<file path="config.mk">
export PLATFORM = sky130hd
export DESIGN_NAME = dps_irq_arbiter
export DESIGN_NICKNAME = d
export VERILOG_FILES = /design/src/rtl/dps_irq_arbiter.sv
export SDC_FILE = /design/constraint.sdc
export NUM_CORES = 1
export LEC_CHECK = 0
export ABC_AREA = 1
export CAP_MARGIN = 30
export CORE_MARGIN = 1
export CORE_UTILIZATION = 50
export DETAILED_ROUTE_END_ITERATION = 7
export DONT_BUFFER_PORTS = 1
export GPL_ROUTABILITY_DRIVEN = 0
export GPL_TIMING_DRIVEN = 0
export PLACE_DENSITY_LB_ADDON = 0.12
export SETUP_SLACK_MARGIN = 0.3
export SYNTH_ARGS = -nofsm -noshare
export SYNTH_HDL_FRONTEND = slang
export SYNTH_SLANG_ARGS = --single-unit
</file>
<file path="constraint.sdc">
create_clock -name iCLOCK -period 4.8 [get_ports iCLOCK]
set_clock_uncertainty 0.15 [all_clocks]
set_input_delay 0.72 -clock iCLOCK [delete_from_list [all_inputs] [get_ports iCLOCK]]
set_output_delay 0.72 -clock iCLOCK [all_outputs]
set_load 0.05 [all_outputs]
</file>
<file path="src/rtl/dps_irq_arbiter.sv">
// rtl/dps_irq_arbiter.sv - four-source round-robin interrupt arbiter with mask and device ack pulse
module dps_irq_arbiter (
  input  logic       iCLOCK,
  input  logic       inRESET,
  input  logic [3:0] iDEV_IRQ,
  output logic [3:0] oDEV_ACK,
  input  logic       iMASK_VALID,
  input  logic [3:0] iMASK_DATA,
  output logic [3:0] oMASK,
  output logic       oIRQ_VALID,
  output logic [1:0] oIRQ_NUM,
  input  logic       iIRQ_ACK
);

  typedef enum logic [1:0] {
    IDLE = 2'd0,
    REQ  = 2'd1,
    ACK  = 2'd2,
    GAP  = 2'd3
  } state_t;

  state_t     state;
  state_t     state_next;
  logic [1:0] b_num;
  logic [1:0] b_rr_ptr;
  logic [3:0] b_mask;
  logic [3:0] eff_req;
  logic [1:0] winner;
  logic [1:0] idx;
  logic       found;

  assign eff_req = iDEV_IRQ & b_mask;

  // Scan upward from the round-robin pointer, wrapping naturally in 2 bits.
  always_comb begin
    winner = b_rr_ptr;
    found  = 1'b0;
    idx    = 2'd0;
    for (int i = 0; i < 4; i++) begin
      idx = b_rr_ptr + 2'(i);
      if (!found && eff_req[idx]) begin
        winner = idx;
        found  = 1'b1;
      end
    end
  end

  always_ff @(posedge iCLOCK or negedge inRESET) begin
    if (!inRESET) begin
      state <= IDLE;
    end else begin
      state <= state_next;
    end
  end

  always_comb begin
    state_next = state;
    case (state)
      IDLE:    if (found) state_next = REQ;
      REQ:     if (iIRQ_ACK) state_next = ACK;
      ACK:     state_next = GAP;
      GAP:     state_next = IDLE;
      default: state_next = IDLE;
    endcase
  end

  always_ff @(posedge iCLOCK or negedge inRESET) begin
    if (!inRESET) begin
      b_num    <= 2'd0;
      b_rr_ptr <= 2'd0;
      b_mask   <= 4'hF;
    end else begin
      if (state == IDLE && found) begin
        b_num <= winner;
      end
      if (state == ACK) begin
        b_rr_ptr <= b_num + 2'd1;
      end
      if (iMASK_VALID) begin
        b_mask <= iMASK_DATA;
      end
    end
  end

  always_comb begin
    oIRQ_VALID = (state == REQ);
    oIRQ_NUM   = b_num;
    oMASK      = b_mask;
    oDEV_ACK   = (state == ACK) ? (4'b0001 << b_num) : 4'b0000;
  end

endmodule
</file>
==> metrics.log <==
[metrics] status: finished clean
[metrics] count of TritonRoute iterations in the first routing pass: 4
[metrics] total global-route track usage: 20.07%
[metrics] Slew Limit Fails: 0
[metrics] synthesis-stage register bit count: 10
[metrics] wire length per cell: 11.12 µm
[metrics] combined area of the multi-input logic cells: 473.0 µm²
[metrics] maximum net fanout on the critical path: 9
[metrics] clock tree buffer depth: 2
[metrics] post-synthesis cell type count: 17
[metrics] postcts setup bufs: 0
[metrics] clock latency reported for the late side of the worst-skew pair: 0.26 ns
[metrics] arrival time of data at the critical path endpoint: 1.62 ns
[metrics] number of instances resized during post-cts repair: 0
[metrics] Final #Nets: 134
[metrics] number of flops mapped to enable cells by yosys: 0
[metrics] HPWL after DPL: 1182 µm
[metrics] Iter 0 DRT Violations: 3
[metrics] Cells after Synth: 109
[metrics] largest area contributor in the netlist: dfrtp_1
[metrics] maximum VDD drop: 0.0003637 V
[metrics] complex-gate fraction of the synthesized area: 4.524%
[metrics] Yosys top cell area share: 18.72%
[metrics] min Tclk post-route: 2.485 ns
[metrics] die height: 42.05 µm
[metrics] clock share of power: 11.3%
[metrics] Total Wirelength: 1446 µm
[metrics] Setup TNS Final: 0 ns
[metrics] post-synthesis simple-gate area fraction: 37.91%
[metrics] Sequential Power Share: 28.6%
[metrics] Antenna Nets Post-Route: 0
[metrics] worst reg2reg endpoint: oIRQ_NUM[1]
[metrics] number of rows in the core area: 14
[metrics] Inserted Clock Buffers: 3
[metrics] number of hold-repair buffers added at the cts stage: 1
[metrics] Synth Area in XOR/XNOR: 0%
[metrics] initial standard-cell utilization of the core: 53.24%
[metrics] detail-routed via count per cell: 4.985
[metrics] Storage cell area: 255.2 µm²
[metrics] number of H-tree levels: 1
[metrics] net count after synthesis: 128
[metrics] root buffer selected by CTS: clkbuf_4
[metrics] Fillers: 144
[metrics] number of hold violations in the final report: 0
[metrics] Async S/R FF share, synth: 100.0%
[metrics] quantity of I/O buffers inserted on ports: 0
[metrics] share of cells above drive strength 1: 22.81%
[metrics] cell types with the largest area share after synthesis: dfrtp_1, nand2_1, dfstp_2, ha_1, nand3_1
[metrics] sequential cell area fraction in the yosys report: 31.83%
[metrics] sum of overflow across all layers after global routing: 0
[metrics] worst setup margin: 2.315 ns
[metrics] R2R setup slack: 2.84 ns
[metrics] Worst Setup SP: state[0]
[metrics] via count of the first global-routing pass: 633
[metrics] crit path kind: reg -> out
[metrics] post-placement worst setup slack: 2.600 ns
[metrics] final setup violation count: 0
[metrics] Layout Area Growth over Synthesis: 8.268%
[metrics] internal power of the cells: 0.2877 mW
[metrics] maximum number of pins on one net before global-route repair: 10
[metrics] Mapped Area: 802.0 µm²
[metrics] Num Clock Sinks: 10
[metrics] P per Cell Area: 751.0 mW/mm²
[metrics] Max Freq: 402.4 MHz
[metrics] dominant combinational cell family by area after synthesis: simple AND/OR/NAND/NOR gates
[metrics] unrepaired setup endpoints after global routing: false
[metrics] # IOs: 23
[metrics] Post-route DRC: 0
[metrics] antenna diode instance count: 0
[metrics] worst hold path type: in -> async
[metrics] startpoint of the lowest-slack register-to-register path: oMASK[0]
[metrics] net load switching power: 0.3644 mW
[metrics] die area: 0.001768 mm²
[metrics] number of antenna violations at the first check in global routing: 0
[metrics] top cells by count, synth: nand2_1, nand3_1, inv_1
[metrics] final clock period utilization by the worst path: 51.78%
[metrics] most repeated cell in the gate-level netlist after synthesis: nand2_1
[metrics] CTS tree: built
[metrics] relative max-transition margin: 61.91%
[metrics] width of the die: 42.05 µm
[metrics] vias: 648
[metrics] yosys warns: 0
[metrics] clock transition at the registers of the reported paths: 0.07 ns
[metrics] placeable core area: 0.001506 mm²
[metrics] max-cap violations: 0
[metrics] arithmetic-cell share of the synthesized area counting full adders, half adders and majority gates: 10.92%
[metrics] fraction of power spent switching nets: 55.88%
[metrics] Post-Synthesis Mean Instance Area: 7.358 µm²
[metrics] first-pass GRT wire length: 2677 µm
[metrics] dominant register cell in the synthesized netlist: dfrtp_1
[metrics] combinational group share of total power: 60.1%
[metrics] Startpoint Class: register
[metrics] Worst Reg2Reg Path Length in Cells: 11
[metrics] WP data required: 3.93 ns
[metrics] mux cell area share after synthesis: 5.616%
[metrics] transition time at the pin with the least slew margin: 0.5714 ns
[metrics] Static Leakage: 0.4779 nW
[metrics] element type at the critical path end: output pin
-- layout make-up --
cell class | instances | area share (%)
plain buffers | 2 | 1.729
clock buffers | 4 | 4.179
inverters | 15 | 6.772
multi-input cells | 82 | 54.47
flip-flops and latches | 10 | 29.39
well taps | 16 | 2.305
repair buffers | 1 | 1.153
-- power groups by stage --
stage | combinational (mW) | clock, mW | sequential, mW
2_1_floorplan | 0.338 | 0 | 0.181
3_3_place_gp | 0.386 | 0 | 0.187
3_5_place_dp | 0.392 | 0 | 0.189
4_1_cts | 0.395 | 0.0772 | 0.187
5_1_grt | 0.453 | 0.0800 | 0.192
6_report | 0.392 | 0.0734 | 0.187
-- per-layer routing --
metal / share of wire (%) / wire length, µm / track usage [%] / vias up
met5: 0 / 0 / 0 / -
met4: 1.2 / 17 / 11.88 / 0
met3: 1.2 / 18 / 2.155 / 2
met2: 49 / 708 / 33.13 / 4
met1: 48 / 701 / 25.35 / 285
li1: - / - / - / 357
-- worst max-delay path, stage by stage (launching register included) --
cell,delay [ns]
dfrtp_1,0.41
inv_1,0.09
ha_1,0.14
clkbuf_1,0.29
nand2_1,0.09
inv_1,0.33
-- through the flow --
step | util, % | cells | hold slack [ns] | total power [mW] | area [µm²]
2_1_floorplan | - | 109 | 0.2744 | 0.5191 | 802.0
3_3_place_gp | 54.57 | 125 | 0.2747 | 0.5729 | 822.0
3_5_place_dp | 54.57 | 125 | 0.2747 | 0.5807 | 822.0
4_1_cts | 57.64 | 130 | 0.1395 | 0.6595 | 868.3
5_1_grt | 57.64 | 130 | 0.1324 | 0.7245 | 868.3
6_report | 57.64 | 130 | 0.1525 | 0.6521 | 868.3
-- cell usage in the layout (no fill, tap or decap), types with 2 or more instances in the layout --
cell type and instances:
dfrtp_1 6, clkbuf_4 3, dfstp_2 4, mux2_2 4, nand4_1 2, nand2_1 35
inv_1 13, ha_1 7, nand2_2 9, nand3_1 17, nor2_1 2, o21ai_0 4
-- sequential cells by signal, summed over array words and instances, names as in the netlist --
name	count
oIRQ_NUM	2
oMASK	4
state	2
b_rr_ptr	2
-- logic make-up after synthesis --
kind of cell               after synthesis
AOI/OAI and AO/OA                        5
adders and majority gates                7
DFF                                     10
and+or+nand+nor                         66
buffers and inverters                   17
muxes                                    4
-- worst max-delay path by stage --
stage | endpoint | slack (ns) | cells after the start
after floorplan | oDEV_ACK[2] | 2.66 | 4
after global placement | oDEV_ACK[2] | 2.60 | 4
after detailed placement | oDEV_ACK[2] | 2.60 | 4
after CTS | oDEV_ACK[2] | 2.30 | 4
after global routing | oDEV_ACK[3] | 2.19 | 5
final | oDEV_ACK[2] | 2.31 | 5
Power figures use the tool's default switching activity.
